## config.mk

```make
export PLATFORM = sky130hd
export DESIGN_NAME = clk_en_sequencer
export DESIGN_NICKNAME = d
export VERILOG_FILES = /design/src/rtl/clk_seq_pkg.sv /design/src/rtl/clk_en_channel.sv /design/src/rtl/clk_en_sequencer.sv
export SDC_FILE = /design/constraint.sdc
export NUM_CORES = 1
export LEC_CHECK = 0
export BUFFER_PORTS_ARGS = -buffer_cell sky130_fd_sc_hd__buf_2
export CORE_MARGIN = 2
export CORE_UTILIZATION = 40
export DETAILED_ROUTE_END_ITERATION = 10
export PLACE_DENSITY = 0.64
export SKIP_CTS_REPAIR_TIMING = 1
export SLEW_MARGIN = 20
export SYNTH_ARGS = -nofsm -noshare
export SYNTH_HDL_FRONTEND = slang
export SYNTH_SLANG_ARGS = --single-unit
```

## constraint.sdc

```tcl
create_clock -name clk -period 2.7 [get_ports clk]
set_clock_uncertainty 0.1 [all_clocks]
set_input_delay 0.405 -clock clk [delete_from_list [all_inputs] [get_ports clk]]
set_output_delay 0.405 -clock clk [all_outputs]
set_load 0.05 [all_outputs]
```

## src/rtl/clk_seq_pkg.sv

```systemverilog
// clk_seq_pkg: definitions shared by the clock-enable sequencer and its channels.
//   - sequencer state encodings (HOLD, IDLE, RUN, STEP) in 2 bits
//   - hold_width(): width of the reset-hold counter for a given hold length
//   - div_slice(): extracts one channel divide value from the packed div_cfg bus
package clk_seq_pkg;

  typedef logic [1:0] state_t;

  localparam state_t ST_HOLD = 2'd0;
  localparam state_t ST_IDLE = 2'd1;
  localparam state_t ST_RUN  = 2'd2;
  localparam state_t ST_STEP = 2'd3;

  // Upper bounds used by div_slice so a single non-parameterised function
  // serves every channel count and divide width (NUM_CH <= 8, DIV_W <= 32).
  localparam int unsigned MAX_DIV_W = 32;
  localparam int unsigned MAX_CFG_W = 256;

  // Counter width able to hold the value rst_hold (the HOLD_W of the top level).
  function automatic int unsigned hold_width(input int unsigned rst_hold);
    return $clog2(rst_hold + 1);
  endfunction

  // Channel ch's divide value of width w; the caller truncates to w bits.
  function automatic logic [MAX_DIV_W-1:0] div_slice(input logic [MAX_CFG_W-1:0] cfg,
                                                     input int unsigned          ch,
                                                     input int unsigned          w);
    logic [MAX_CFG_W-1:0] shifted;
    shifted = cfg >> (ch * w);
    return shifted[MAX_DIV_W-1:0];
  endfunction

endpackage

```

## src/rtl/clk_en_channel.sv

```systemverilog
// clk_en_channel: one divided clock-enable channel.
// Counts advanced cycles from 0 up to the active divide value d and emits a
// one-cycle ch_en pulse on the wrap, giving a period of d+1 advanced cycles.
// A new divide value is first captured as pending; it becomes active either
// immediately while the sequencer is idle (idle_load) or at this channel's
// own wrap while running, so a reload never shortens or splits a period.
// Ports:
//   clk, rst_n  - clock, asynchronous active-low reset
//   advance     - 1 on cycles in which the sequencer advances
//   idle_load   - 1 while the sequencer is in IDLE or HOLD
//   cfg_load    - capture cfg_div into the pending register
//   cfg_div     - this channel's new divide value
//   ch_en       - registered enable pulse
module clk_en_channel
  import clk_seq_pkg::*;
#(
  parameter int unsigned DIV_W = 8
) (
  input  logic             clk,
  input  logic             rst_n,
  input  logic             advance,
  input  logic             idle_load,
  input  logic             cfg_load,
  input  logic [DIV_W-1:0] cfg_div,
  output logic             ch_en
);

  logic [DIV_W-1:0] cnt_r;
  logic [DIV_W-1:0] act_r;
  logic [DIV_W-1:0] pend_r;
  logic             pend_valid_r;
  logic             ch_en_r;

  logic [DIV_W-1:0] cnt_nxt_s;
  logic [DIV_W-1:0] act_nxt_s;
  logic             en_nxt_s;
  logic             apply_s;

  // Next counter / active value / pulse; the pulse at a wrap still belongs to the old period.
  always_comb begin
    cnt_nxt_s = cnt_r;
    act_nxt_s = act_r;
    en_nxt_s  = 1'b0;
    apply_s   = 1'b0;
    if (advance) begin
      if (cnt_r == act_r) begin
        cnt_nxt_s = {DIV_W{1'b0}};
        en_nxt_s  = 1'b1;
        if (pend_valid_r) begin
          act_nxt_s = pend_r;
          apply_s   = 1'b1;
        end else begin
          act_nxt_s = act_r;
        end
      end else begin
        cnt_nxt_s = cnt_r + DIV_W'(1'b1);
      end
    end else if (idle_load && pend_valid_r) begin
      act_nxt_s = pend_r;
      cnt_nxt_s = {DIV_W{1'b0}};
      apply_s   = 1'b1;
    end else begin
      cnt_nxt_s = cnt_r;
    end
  end

  // Channel state registers; a cfg_load coinciding with an apply keeps the new value pending.
  always_ff @(posedge clk or negedge rst_n) begin
    if (!rst_n) begin
      cnt_r        <= {DIV_W{1'b0}};
      act_r        <= {DIV_W{1'b0}};
      pend_r       <= {DIV_W{1'b0}};
      pend_valid_r <= 1'b0;
      ch_en_r      <= 1'b0;
    end else begin
      cnt_r   <= cnt_nxt_s;
      act_r   <= act_nxt_s;
      ch_en_r <= en_nxt_s;
      if (cfg_load) begin
        pend_r       <= cfg_div;
        pend_valid_r <= 1'b1;
      end else if (apply_s) begin
        pend_r       <= pend_r;
        pend_valid_r <= 1'b0;
      end else begin
        pend_r       <= pend_r;
        pend_valid_r <= pend_valid_r;
      end
    end
  end

  assign ch_en = ch_en_r;

endmodule

```

## src/rtl/clk_en_sequencer.sv

```systemverilog
// clk_en_sequencer: reset sequencing, run/halt/single-step control and
// NUM_CH divided clock-enable channels for the cache/CPU wrapper.
// After rst_n releases, sys_rst_n is held low for RST_HOLD cycles (HOLD),
// then the block idles until run (free-run) or step (one advanced cycle).
// Ports:
//   clk, rst_n - clock, asynchronous active-low reset
//   run        - level: 1 free-run, 0 halt
//   step       - pulse: one advanced cycle while halted
//   div_cfg    - packed per-channel divide values, channel i at [i*DIV_W +: DIV_W]
//   cfg_load   - pulse: capture div_cfg as pending divide values
//   ch_en      - per-channel enable pulses (registered)
//   sys_rst_n  - downstream active-low reset (registered)
//   running    - 1 while in RUN (registered)
//   cycle_cnt  - saturating count of advanced cycles
module clk_en_sequencer
  import clk_seq_pkg::*;
#(
  parameter int unsigned NUM_CH   = 4,
  parameter int unsigned DIV_W    = 8,
  parameter int unsigned RST_HOLD = 16,
  parameter int unsigned CNT_W    = 32
) (
  input  logic                    clk,
  input  logic                    rst_n,
  input  logic                    run,
  input  logic                    step,
  input  logic [NUM_CH*DIV_W-1:0] div_cfg,
  input  logic                    cfg_load,
  output logic [NUM_CH-1:0]       ch_en,
  output logic                    sys_rst_n,
  output logic                    running,
  output logic [CNT_W-1:0]        cycle_cnt
);

  localparam int unsigned HOLD_W = hold_width(RST_HOLD);

  state_t              state_r;
  state_t              state_nxt_s;
  logic [HOLD_W-1:0]   hold_cnt_r;
  logic                hold_done_s;
  logic                advance_s;
  logic                idle_load_s;
  logic [CNT_W-1:0]    cycle_cnt_r;
  logic                running_r;
  logic                sys_rst_n_r;
  logic [MAX_CFG_W-1:0] cfg_ext_s;

  // HOLD ends on the RST_HOLD-th edge after rst_n releases.
  assign hold_done_s = (hold_cnt_r == HOLD_W'(RST_HOLD - 1));

  // Next state plus the advance / idle-load qualifiers handed to every channel.
  always_comb begin
    state_nxt_s = state_r;
    advance_s   = 1'b0;
    idle_load_s = 1'b0;
    case (state_r)
      ST_HOLD: begin
        idle_load_s = 1'b1;
        if (hold_done_s) begin
          state_nxt_s = ST_IDLE;
        end else begin
          state_nxt_s = ST_HOLD;
        end
      end
      ST_IDLE: begin
        idle_load_s = 1'b1;
        if (run) begin
          state_nxt_s = ST_RUN;
        end else if (step) begin
          state_nxt_s = ST_STEP;
        end else begin
          state_nxt_s = ST_IDLE;
        end
      end
      ST_RUN: begin
        // The cycle in which run is seen low is the halt cycle and does not advance.
        if (run) begin
          advance_s   = 1'b1;
          state_nxt_s = ST_RUN;
        end else begin
          state_nxt_s = ST_IDLE;
        end
      end
      ST_STEP: begin
        advance_s   = 1'b1;
        state_nxt_s = ST_IDLE;
      end
      default: begin
        state_nxt_s = ST_HOLD;
      end
    endcase
  end

  // State and the status outputs derived from the next state, so they track state_r exactly.
  always_ff @(posedge clk or negedge rst_n) begin
    if (!rst_n) begin
      state_r     <= ST_HOLD;
      running_r   <= 1'b0;
      sys_rst_n_r <= 1'b0;
    end else begin
      state_r     <= state_nxt_s;
      running_r   <= (state_nxt_s == ST_RUN);
      sys_rst_n_r <= (state_nxt_s != ST_HOLD);
    end
  end

  // Reset-hold counter; it freezes once HOLD is left.
  always_ff @(posedge clk or negedge rst_n) begin
    if (!rst_n) begin
      hold_cnt_r <= {HOLD_W{1'b0}};
    end else if ((state_r == ST_HOLD) && !hold_done_s) begin
      hold_cnt_r <= hold_cnt_r + HOLD_W'(1'b1);
    end else begin
      hold_cnt_r <= hold_cnt_r;
    end
  end

  // Advanced-cycle counter, saturating at all-ones.
  always_ff @(posedge clk or negedge rst_n) begin
    if (!rst_n) begin
      cycle_cnt_r <= {CNT_W{1'b0}};
    end else if (advance_s && (cycle_cnt_r != {CNT_W{1'b1}})) begin
      cycle_cnt_r <= cycle_cnt_r + CNT_W'(1'b1);
    end else begin
      cycle_cnt_r <= cycle_cnt_r;
    end
  end

  assign cfg_ext_s = MAX_CFG_W'(div_cfg);

  for (genvar i = 0; i < NUM_CH; i++) begin : g_ch
    logic [DIV_W-1:0] div_s;
    assign div_s = DIV_W'(div_slice(cfg_ext_s, i, DIV_W));

    clk_en_channel #(
      .DIV_W (DIV_W)
    ) u_ch (
      .clk       (clk),
      .rst_n     (rst_n),
      .advance   (advance_s),
      .idle_load (idle_load_s),
      .cfg_load  (cfg_load),
      .cfg_div   (div_s),
      .ch_en     (ch_en[i])
    );
  end

  assign sys_rst_n = sys_rst_n_r;
  assign running   = running_r;
  assign cycle_cnt = cycle_cnt_r;

endmodule

```

======== After elaboration in Yosys (flattened, before gate mapping) ========
Index checks and enable logic that the tools add are counted.
storage, ports and cells
  output and inout port bits .............. 38
  flip-flop bits (word level) ............. 145
cells by class
  add/sub/neg operators ................... 6
  reduce and logical (&&, ||, !) cells .... 22
  eq/ne operators ......................... 18
  multiplexer cells ....................... 68
operators with widths
  operator                 count
  $mux W8                  28
  $mux W1                  35
  $add A32 B1 Y32 const B  1
  $add A8 B1 Y8 const B    4
  $eq A8 B8 Y1             4
  $ne A32 B32 Y1 const B   1
  $reduce_bool A2 Y1       9
  $ne A2 B1 Y1 const B     8
  $reduce_and A3 Y1        4
  $pmux W2 S4              1
  $eq A2 B2 Y1 const B     3
  $logic_and A1 B1 Y1      6
  $mux W2                  3
  $add A5 B1 Y5 const B    1
  $eq A5 B4 Y1 const B     1
  $eq A2 B1 Y1 const B     1
  $logic_not A2 Y1         1
  $pmux W1 S2              1
  $reduce_or A2 Y1         1
  $logic_not A1 Y1         1

======== Depth between registers and ports, before layout ========
Gate-level depths: netlist of run 1.
  word-level depth ........................ 8
  depth in mapped cells ................... 7

======== Modules after synthesis ========
From an unflattened synthesis of run 1, not the netlist that was laid out.
unflattened totals
  cells, all modules ...................... 574
  area, all modules ....................... 6,746.5 um^2
modules (own cells, without submodules)
  module            instances  area an instance (um^2)  cells each
  clk_en_channel    4          1,197.4                  96
  clk_en_sequencer  1          1,956.9                  190

======== Least setup slack after synthesis of run 1 ========
OpenSTA, ideal clock, no wires.
  path type ............................... register to register
  start ................................... reg cycle_cnt_r[24], in the netlist cycle_cnt[24]
  end ..................................... reg cycle_cnt_r[1], in the netlist cycle_cnt[1]
  slack ................................... 577 ps
  data required time ...................... 2,475 ps
  library setup time ...................... 125 ps
  stages on the path, launching flop included .. 6
  path buffers ............................ 1
  clock period less this slack ............ 2,123 ps
  data arrival time ....................... 1,898 ps
  path through ............................ dfrtp_1 -> nand4_1 -> nor3_4 -> a31oi_1 -> buf_6 -> mux2_4
between the ends
  word-level cells in the longest chain between the ends .. 2
RTL lines
  element                   line                     RTL
  start: declaration        clk_en_sequencer.sv:43   logic [CNT_W-1:0] cycle_cnt_r;
  start signal: assignment  clk_en_sequencer.sv:121  cycle_cnt_r <= {CNT_W{1'b0}};
  start signal: assignment  clk_en_sequencer.sv:123  cycle_cnt_r <= cycle_cnt_r + CNT_W'(1'b1);
  start signal: assignment  clk_en_sequencer.sv:125  cycle_cnt_r <= cycle_cnt_r;
  $ne A32 B32 Y1            clk_en_sequencer.sv:122  end else if (advance_s && (cycle_cnt_r != {CNT_W{1'b1}})) begin
  $logic_and A1 B1 Y1       clk_en_sequencer.sv:122
Every way passes these cells.
A chain may end at the register's enable or synchronous reset.

======== Final worst setup path of run 1 ========
  start ................................... reg cycle_cnt_r[0], in the netlist cycle_cnt[0]
  end ..................................... reg cycle_cnt_r[31], in the netlist cycle_cnt[31]
between the ends
  word-level cells in the longest chain between the ends .. 2
  elaborated cells between the ends (all ways) .. 3
RTL lines
  element
  branches (longest 2 deep; another with $add A32 B1 Y32)
Several ways; the timed one is not identified.

==> results.sh, run 1 <==
export IMPL_outcome="finished, final reports clean"
export IMPL_slowest_stage="dfrtp_1"
export IMPL_power_density_nw_per_um2=957
export IMPL_clk_root_buffer_cell="clkbuf_16"
export IMPL_cts_num_sinks=145
export IMPL_hp_class="in2reg"
export IMPL_stdcell_area_um2=7820
export IMPL_critPathTopFamily="flip-flops"
export IMPL_rsz0062_at_grt="false"
export IMPL_numCtsBuffers=17
export IMPL_grt_pass1_wl_um=21400
export IMPL_slew_headroom_pct=44.6
export IMPL_post_route_period_util_pct=79.6
export IMPL_arrival_ps=2340
export IMPL_first_pass_iters=4
export IMPL_num_rows=46
export IMPL_critPathKind="reg2reg"
export IMPL_final_max_slew_viol_count=0
export IMPL_setup_viol=0
export IMPL_multi_input_area_um2=2780
export IMPL_drt_iter0_markers=345
export IMPL_met2_wirelength_um=5940
export IMPL_insertion_delay_ps=410
export IMPL_antenna_found_initial=1
export IMPL_m1WireLength_um=6140
export IMPL_portBuffers=74
export IMPL_crit_chain="ha_1, and4_4, a311oi_2, buf_4, nand4_1, xnor2_1"
export IMPL_syn_area_um2=6530
export IMPL_post_drt_wl_per_cell_um=15.1
export IMPL_p_comb_share_pct=25.7
export IMPL_start_util_pct=40.9
export IMPL_fin_crit_ps=2150
export IMPL_die_w_um=132
export IMPL_path_clk_slew_ps=60
export IMPL_nNetsFinal=651
export IMPL_synth_warnings=0
export IMPL_grt_max_degree=65
export IMPL_antenna_left=0
export IMPL_crit_path_max_incr_delay_ps=460
export IMPL_dr_wl_met3_um=306
export IMPL_vias=4231
export IMPL_wirelength_um=12700
export IMPL_crit_path_max_fanout=7
export IMPL_seq_area_frac_synth_pct=55.6
export IMPL_worst_slew_pin_slew_ps=831
export IMPL_core_um2=15900
export IMPL_drc_errors=0
export IMPL_cap_violations=0
export IMPL_yosysTopAreaCell="dfrtp_1"
export IMPL_required_ps=2890
export IMPL_grt_pass1_vias=4303
export IMPL_hold_viol_final=0
export IMPL_cts_max_level=4
export IMPL_r2r_slack_ps=550
export IMPL_gp_congestion=0.842
export IMPL_die_h_um=132
export IMPL_cts_tree="done"
export IMPL_clkPwrFrac_pct=32.7
export IMPL_track_usage_pct=15.4
export IMPL_power_total_mw=7.48
export IMPL_synthesis_instances=518
export IMPL_yosys_top_cells_area="dfrtp_1 (56%), mux2_2 (12%), xor2_1 (5.8%)"
export IMPL_dieArea_um2=17400
export IMPL_final_seq_area_um2=3630
export IMPL_p_switching_mw=2.35
export IMPL_synth_flop_cell="dfrtp_1"
export IMPL_syn_to_final_growth_pct=19.8
export IMPL_synth_top_area_share_pct=55.6
export IMPL_ys_types=46
export IMPL_path_buf_inv=1
export IMPL_synthArstFlopShare_pct=100
export IMPL_seq_power_share_pct=41.5
export IMPL_viasPerCell=5.05
export IMPL_critPathLaunchType="register"
export IMPL_synth_area_per_cell_um2=12.6
export IMPL_ir_worst_vdd_v=0.000479
export IMPL_dpl_hpwl_um=8860
export IMPL_n_fill_cell=1414
export IMPL_post_dp_cell_area_um2=7180
export IMPL_syn_nets=562
export IMPL_switching_share_pct=31.5
export IMPL_setup_slack_ps=551
export IMPL_tns_ps=0
export IMPL_cp_end_kind="register"
export IMPL_p_int_mw=5.13
export IMPL_top_layer="met4"
export IMPL_synth_edf_count=0
export IMPL_fmax_mhz=465
export IMPL_ios=75
export IMPL_place_ws_ps=529
export IMPL_grt_overflow_total=0
export IMPL_clk_path_buf_depth=2
export IMPL_utilization_pct=49.0
export IMPL_leakage_nw=3.76
export IMPL_ys_ff_latch=145
export IMPL_drive_gt1_share_pct=33.2
==> flip-flops by register name (all words and copies together), names as in the netlist <==
register,cells
state_r,2
hold_cnt_r,5
g_ch.u_ch.pend_r,32
sys_rst_n,1
g_ch.u_ch.act_r,32
cycle_cnt,32
running,1
g_ch.u_ch.pend_valid_r,4
g_ch.u_ch.cnt_r,32
g_ch.u_ch.ch_en,4
==> layout make-up <==
type	count	area share, %
multi-input combinational	350	35.5
timing repair buffer	87	6.26
antenna	1	0.0320
clock buffer	23	6.37
inverter	6	0.288
tap	216	3.46
sequential	145	46.4
clock inverter	9	1.63
==> cell families (layout without fill, tap and decap cells) <==
logic type / Yosys count / in the layout / synth area share (%)
fa+ha+maj: 7 / 7 / 1.34
flops: 145 / 145 / 55.6
mux: 69 / 69 / 12.0
buf+inv: 23 / 125 / 1.80
simple gates: 128 / 128 / 11.8
xor+xnor: 74 / 74 / 9.93
other cells: 0 / 1 / 0
compound gates: 72 / 72 / 7.56
==> metal layers <==
| layer | GRT usage, % | vias up |
|---|---|---|
| li1 | - | 2040 |
| met2 | 23.4 | 66 |
| met4 | 7.43 | 0 |
| met5 | 0 | - |
| met3 | 3.51 | 25 |
| met1 | 20.9 | 2100 |
==> path summary, 6_finish.rpt <==
path                                                           end                      from  cells after the start
worst max-delay path                     cycle_cnt[31]$_DFFE_PN0P_  cycle_cnt[0]$_DFFE_PN0P_                      6
max in group asynchronous                cycle_cnt[29]$_DFFE_PN0P_                     rst_n                      3
min in group asynchronous        g_ch[1].u_ch.act_r[5]$_DFFE_PN0P_                     rst_n                      2
worst min-delay path            g_ch[0].u_ch.pend_r[5]$_DFFE_PN0P_                div_cfg[5]                      2
worst min register to register            cycle_cnt[4]$_DFFE_PN0P_  cycle_cnt[4]$_DFFE_PN0P_                      1
worst max register to register           cycle_cnt[31]$_DFFE_PN0P_  cycle_cnt[0]$_DFFE_PN0P_                      6
==> cells in the mapped netlist, types with 2 or more instances <==
| cell | number |
|---|---|
| and3_1 | 22 |
| a21oi_1 | 25 |
| nor3_2 | 2 |
| ha_1 | 7 |
| a21o_1 | 7 |
| or3_1 | 2 |
| nor3_1 | 3 |
| and3_2 | 3 |
| buf_1 | 3 |
| xnor2_1 | 31 |
| nor2_1 | 15 |
| nand3_1 | 14 |
| clkbuf_1 | 6 |
| xor2_1 | 43 |
| nand2b_1 | 16 |
| dfrtp_1 | 145 |
| mux2_2 | 68 |
| inv_1 | 5 |
| a31oi_1 | 17 |
| nand2_1 | 18 |
| nand4_1 | 14 |
| o21ai_2 | 4 |
| and2_1 | 2 |
| buf_4 | 6 |
| a22o_1 | 12 |
| nor4_1 | 8 |
==> cell usage in the layout (no fill, tap or decap), types with 11 or more instances in the layout <==
master / instances
mux2_2: 68
nor2_1: 15
buf_4: 11
nand2_1: 18
and3_1: 22
xor2_1: 43
xnor2_1: 31
nand2b_1: 16
nand3_1: 14
buf_2: 73
nand4_1: 14
a31oi_1: 17
a21oi_1: 25
clkbuf_16: 17
dfrtp_1: 145
a22o_1: 12
==> metrics by stage <==
stage | instances | hold slack (ps)
after floorplan | 518 | 9.41
after global placement | 803 | 325
after detailed placement | 803 | 321
after CTS | 835 | -128
after global routing | 837 | 101
final | 837 | 117
==> power groups by stage <==
stage	clock, mW	sequential [mW]	combinational [mW]
after floorplan	0	3.22	1.31
after global placement	0	3.12	1.87
after detailed placement	0	3.15	1.93
after CTS	2.50	3.11	1.95
after global routing	2.60	3.19	2.13
final	2.45	3.11	1.93
(Power assumes the default switching activity.)
==> run 2, diff against run 1 <==
- PLACE_DENSITY: 0.64 -> 0.66
- clock period: 2.7 -> 1.8 ns (I/O delays scaled with it)
==> run 2 against run 1 <==
Against the previous run: sequential power up 47%; hold slack got worse by 120 ps; combinational power is 110% higher; the flow now finishes with violations (hold timing, setup timing); die area stayed put; critical path type unchanged; maximum frequency up 14%; sequential share of layout area decreased by 6.8 points; first-iteration DRC count decreased by 39%; flip-flop and latch count stayed put; critical path depth rose by 1; setup slack worse by 640 ps; core utilization rose by 9.1 points.
==> results.sh, run 2 (synthesized netlist as in run 1, its figures left out) <==
export IMPL_hp_class="in2reg"
export IMPL_cts_num_sinks=145
export IMPL_path_buf_inv=2
export IMPL_insertedDiodeCount=0
export IMPL_dieArea_um2=17400
export IMPL_post_route_period_util_pct=105
export IMPL_dpl_hpwl_um=9670
export IMPL_cp_end_kind="register"
export IMPL_antenna_found_initial=0
export IMPL_final_max_slew_viol_count=0
export IMPL_r2r_end="g_ch[2].u_ch.act_r[7]$_DFFE_PN0P_"
export IMPL_power_density_nw_per_um2=1370
export IMPL_viasPerCell=4.95
export IMPL_required_ps=2000
export IMPL_antenna_left=0
export IMPL_portBuffers=74
export IMPL_track_usage_pct=16.3
export IMPL_r2r_cells=7
export IMPL_utilization_pct=58.1
export IMPL_crit_path_max_incr_delay_ps=400
export IMPL_grt_pass1_wl_um=22800
export IMPL_worst_slew_pin_slew_ps=507
export IMPL_insertion_delay_ps=420
export IMPL_fmax_mhz=530
export IMPL_fin_hold_ws_ps=-3.54
export IMPL_layout_common_cells="dfrtp_1 (114), buf_4 (100), buf_2 (73)"
export IMPL_reg2reg_from="g_ch[2].u_ch.cnt_r[5]$_DFFE_PN0P_"
export IMPL_final_common_cell="dfrtp_1"
export IMPL_p_switching_mw=4.01
export IMPL_crit_chain="xor2_1, nor4_2, buf_4, nand3_4, inv_4, o21ai_4, mux2_2"
export IMPL_fin_crit_ps=1890
export IMPL_setup_viol=34
export IMPL_die_h_um=132
export IMPL_path_clk_slew_ps=60
export IMPL_tns_ps=-971
export IMPL_start_util_pct=40.9
export IMPL_leakage_nw=4.43
export IMPL_slew_headroom_pct=66.2
export IMPL_outcome="finished, violations left"
export IMPL_crit_cells=7
export IMPL_drt_iter0_markers=211
export IMPL_gp_congestion=0.830
export IMPL_endpoint="g_ch[2].u_ch.act_r[7]$_DFFE_PN0P_"
export IMPL_critPathKind="reg2reg"
export IMPL_switching_share_pct=31.6
export IMPL_nNetsFinal=784
export IMPL_n_fill_cell=1274
export IMPL_setup_slack_ps=-86.0
export IMPL_post_drt_wl_per_cell_um=14.8
export IMPL_critPathTopFamily="flip-flops"
export IMPL_slowest_stage="dfrtp_1"
export IMPL_cp_startpoint="g_ch[2].u_ch.cnt_r[5]$_DFFE_PN0P_"
export IMPL_cts_tree="done"
export IMPL_grt_pass1_vias=4680
export IMPL_die_w_um=132
export IMPL_critPathLaunchType="register"
export IMPL_ir_worst_vdd_v=0.000948
export IMPL_arrival_ps=2090
export IMPL_wirelength_um=14300
export IMPL_drc_errors=0
export IMPL_clkPwrFrac_pct=31.3
export IMPL_hold_viol_final=1
export IMPL_cts_max_level=4
export IMPL_vias=4792
export IMPL_syn_to_final_growth_pct=42.0
export IMPL_clk_path_buf_depth=2
export IMPL_grt_max_degree=51
export IMPL_num_rows=46
export IMPL_crit_path_max_fanout=8
export IMPL_clk_root_buffer_cell="clkbuf_16"
export IMPL_rsz0062_at_grt="true"
export IMPL_seq_power_share_pct=36.0
export IMPL_first_pass_iters=6
export IMPL_cap_violations=0
export IMPL_failed_checks="hold timing, setup timing"
export IMPL_grt_overflow_total=0
export IMPL_p_comb_share_pct=32.7
export IMPL_r2r_slack_ps=-90
export IMPL_ios=75
export IMPL_p_int_mw=8.66
export IMPL_numCtsBuffers=17
export IMPL_drive_gt1_share_pct=49.3
export IMPL_core_um2=15900
[run 2: changes by cell type in the layout (fill, tap and decap cells not counted), moves of 9 or more]
cell / before / now
buf_4: 11 / 100
dfrtp_1: 145 / 114
dfrtp_2: 0 / 31
dlygate4sd3_1: 1 / 32
buf_6: 1 / 11
a21oi_1: 25 / 16
a21oi_2: 0 / 9
[run 2: worst reg2reg max path: stages, from the launching register on]
cell and delay [ps]:
dfrtp_1 400, xor2_1 220, nor4_2 80, buf_4 150, nand3_4 90, inv_4 40, o21ai_4 310, mux2_2 380
[run 2: power groups by stage]
stage | Sequential (mW) | Clock (mW) | Combinational [mW]
2_1_floorplan | 4.85 | 0 | 1.98
3_3_place_gp | 4.58 | 0 | 3.36
3_5_place_dp | 4.63 | 0 | 3.49
4_1_cts | 4.57 | 4.03 | 3.51
5_1_grt | 4.65 | 4.17 | 4.50
6_report | 4.56 | 3.96 | 4.14
[run 2: how the worst min path moves through the flow]
stage	start	endpoint	slack (ps)	cells after the start
2_1_floorplan	rst_n	cycle_cnt[0]$_DFFE_PN0P_	-130	0
3_3_place_gp	rst_n	cycle_cnt[4]$_DFFE_PN0P_	150	1
3_5_place_dp	rst_n	hold_cnt_r[1]$_DFFE_PN0P_	160	1
4_1_cts	rst_n	cycle_cnt[4]$_DFFE_PN0P_	-290	1
5_1_grt	div_cfg[19]	g_ch[2].u_ch.pend_r[3]$_DFFE_PN0P_	-6	2
6_report	div_cfg[19]	g_ch[2].u_ch.pend_r[3]$_DFFE_PN0P_	-4	2
[run 2: metal layers]
layer	GRT usage [%]	part of all wire, %	vias up
li1	-	-	2297
met1	20.5	44	2402
met2	27.2	51	75
met3	3.94	2.9	18
met4	6.16	1.4	0
met5	0	0	-
[run 2: through the flow]
stage                     setup WS, ps  hold WS [ps]  cells  total power, mW  instance area [µm²]
after global placement           -89.2           153    873             7.94                 7790
after detailed placement          -115           160    873             8.11                 7790
final                            -86.0         -3.54    969             12.7                 9270
after floorplan                   -103          -126    518             6.83                 6580
after global routing              -144         -5.97    969             13.3                 9270
after CTS                         -130          -290    905             12.1                 8460
[run 2: cell type report]
class	count	area [µm²]	share of cell area, %
Sequential cell	145	3670	39.6
Multi-Input combinational cell	350	2990	32.3
Timing Repair Buffer	220	1640	17.7
Clock buffer	21	470	5.08
Tap cell	216	270	2.92
Clock inverter	11	199	2.15
Inverter	6	25.0	0.270
==> run 3, diff against run 2 <==
- ABC_AREA: not set -> 1
- CAP_MARGIN: not set -> 20
==> run 3 against run 2 <==
Against the previous run: the run ends with hold timing left; global-route usage is 1.4 points higher; count of clock-buffer cells in the layout unchanged; combinational power down 7.0%; routed wire length is 22% higher.
==> results.sh, run 3 <==
export IMPL_synth_top_area_share_pct=49.2
export IMPL_power_density_nw_per_um2=1300
export IMPL_n_fill_cell=1693
export IMPL_nNetsFinal=1138
export IMPL_setup_viol=0
export IMPL_tns_ps=0
export IMPL_die_h_um=140
export IMPL_track_usage_pct=17.7
export IMPL_seq_area_frac_synth_pct=49.2
export IMPL_cts_num_sinks=145
export IMPL_arrival_ps=1970
export IMPL_synth_area_per_cell_um2=7.81
export IMPL_ir_worst_vdd_v=0.00143
export IMPL_post_drt_wl_per_cell_um=13.1
export IMPL_drive_gt1_share_pct=19.6
export IMPL_synth_flop_cell="dfrtp_1"
export IMPL_num_rows=49
export IMPL_drt_iter0_markers=284
export IMPL_critPathKind="reg2reg"
export IMPL_syn_to_final_growth_pct=28.1
export IMPL_synth_warnings=0
export IMPL_ys_top_cells_by_count="nand2_1 (401), dfrtp_1 (145), nand3_1 (98)"
export IMPL_first_pass_iters=5
export IMPL_dieArea_um2=19500
export IMPL_synth_edf_count=0
export IMPL_yosysTopAreaCell="dfrtp_1"
export IMPL_gp_congestion=0.907
export IMPL_yosys_top_cells_area="dfrtp_1 (49%), nand2_1 (20%), nand3_1 (6.6%)"
export IMPL_drc_errors=0
export IMPL_viasPerCell=4.83
export IMPL_ys_types=30
export IMPL_failed_checks="hold timing"
export IMPL_fin_hold_ws_ps=-16.1
export IMPL_outcome="finished, violations left"
export IMPL_fmax_mhz=566
export IMPL_syn_area_um2=7380
export IMPL_cap_violations=0
export IMPL_power_total_mw=12.3
export IMPL_insertedDiodeCount=0
export IMPL_leakage_nw=4.72
export IMPL_ios=75
export IMPL_core_um2=18000
export IMPL_required_ps=2000
export IMPL_antenna_left=0
export IMPL_final_max_slew_viol_count=0
export IMPL_final_common_cell="nand2_1"
export IMPL_fin_crit_ps=1770
export IMPL_vias=6450
export IMPL_start_util_pct=40.9
export IMPL_synthesis_instances=945
export IMPL_dpl_hpwl_um=11800
export IMPL_wirelength_um=17500
export IMPL_grt_pass1_wl_um=27900
export IMPL_clk_path_buf_depth=2
export IMPL_cts_tree="done"
export IMPL_cp_end_kind="register"
export IMPL_clk_root_buffer_cell="clkbuf_16"
export IMPL_portBuffers=74
export IMPL_insertion_delay_ps=420
export IMPL_synthArstFlopShare_pct=100
export IMPL_hold_viol_final=2
export IMPL_rsz0062_at_grt="true"
export IMPL_post_route_period_util_pct=98.2
export IMPL_grt_overflow_total=0
export IMPL_antenna_found_initial=0
export IMPL_syn_nets=989
export IMPL_layout_common_cells="nand2_1 (384), dfrtp_1 (123), nand3_1 (98)"
export IMPL_hp_class="in2reg"
export IMPL_cts_max_level=4
export IMPL_numCtsBuffers=17
export IMPL_synth_most_common_cell="nand2_1"
export IMPL_crit_path_max_fanout=8
export IMPL_slew_headroom_pct=66.2
export IMPL_grt_max_degree=65
export IMPL_critPathLaunchType="register"
export IMPL_path_clk_slew_ps=60
export IMPL_worst_slew_pin_slew_ps=504
export IMPL_die_w_um=140
export IMPL_grt_pass1_vias=5828
export IMPL_ys_ff_latch=145
[run 3: cell count changes in the layout (fill, tap and decap cells not counted), sizes merged, moves of 12 or more]
cell / before / now
o22ai: 1 / 17
a22o: 12 / 0
nand3: 14 / 99
and3: 25 / 1
a21oi: 25 / 2
a31oi: 17 / 0
nand2: 18 / 403
nor2: 15 / 63
o21ai: 6 / 23
nand2b: 16 / 0
mux2: 69 / 0
buf: 188 / 127
inv: 8 / 67
xor2: 43 / 26
[run 3: layout make-up]
class / count / area (µm²) / area share, %
Clock buffer: 21 / 440 / 4.66
Sequential cell: 145 / 3660 / 38.7
Tap cell: 229 / 287 / 3.03
Timing Repair Buffer: 160 / 1160 / 12.3
Clock inverter: 11 / 203 / 2.15
Inverter: 65 / 254 / 2.69
Multi-Input combinational cell: 705 / 3450 / 36.5
[run 3: path summary, 6_finish.rpt]
check | start | endpoint | slack, ps | cells past startpoint
max in group asynchronous | rst_n | g_ch[3].u_ch.act_r[0]$_DFFE_PN0P_ | 730 | 3
worst min-delay path | div_cfg[9] | g_ch[1].u_ch.pend_r[1]$_DFFE_PN0P_ | -20 | 3
worst max register to register | cycle_cnt[0]$_DFFE_PN0P_ | cycle_cnt[2]$_DFFE_PN0P_ | 30 | 9
min in group asynchronous | rst_n | g_ch[1].u_ch.cnt_r[1]$_DFFE_PN0P_ | 230 | 2
worst max-delay path | cycle_cnt[0]$_DFFE_PN0P_ | cycle_cnt[2]$_DFFE_PN0P_ | 30 | 9
worst min register to register | g_ch[0].u_ch.pend_r[0]$_DFFE_PN0P_ | g_ch[0].u_ch.pend_r[0]$_DFFE_PN0P_ | 370 | 2
[run 3: worst max-delay path, cell delays in order, from the launching register on]
cell	delay, ps
dfrtp_2	410
ha_4	170
inv_4	40
nor2_4	140
nand2_4	80
nor2_4	170
nand3_4	150
nand2_8	150
clkbuf_16	190
o21ai_2	50
[run 3: report_power, final]
group          internal (mW)  switching, mW
combinational           1.52           2.33
sequential              3.94          0.593
clock                   2.48           1.40
total                   7.94           4.33
[run 3: routing by layer]
layer | global-route usage, % | routed length [µm] | part of all wire (%) | vias up
li1 | - | - | - | 3294
met1 | 23.6 | 7990 | 46 | 2990
met3 | 4.75 | 948 | 5.4 | 13
met2 | 28.7 | 8380 | 48 | 153
met5 | 0 | 0 | 0 | -
met4 | 4.58 | 165 | 0.94 | 0
[run 3: kinds of logic after synthesis]
family	share of synthesized area, %
AND/OR/NAND/NOR	34.2
flip-flops	49.2
buffers and inverters	5.51
XOR/XNOR	6.77
AO/OA/AOI/OAI	3.14
adder cells (fa/ha/maj)	1.19
[run 3: through the flow]
stage | setup slack (ps) | util [%] | cell area (µm²) | hold slack, ps | std cells
floorplan | -1.48 | - | 7420 | -126 | 945
detailed placement | 45.9 | 45.8 | 8250 | 96.9 | 1259
global route | -50.5 | 52.4 | 9450 | 0.946 | 1336
CTS | 34.9 | 49.4 | 8900 | -356 | 1291
global placement | 95.8 | 45.8 | 8250 | 96.6 | 1259
finish | 33.2 | 52.4 | 9450 | -16.1 | 1336
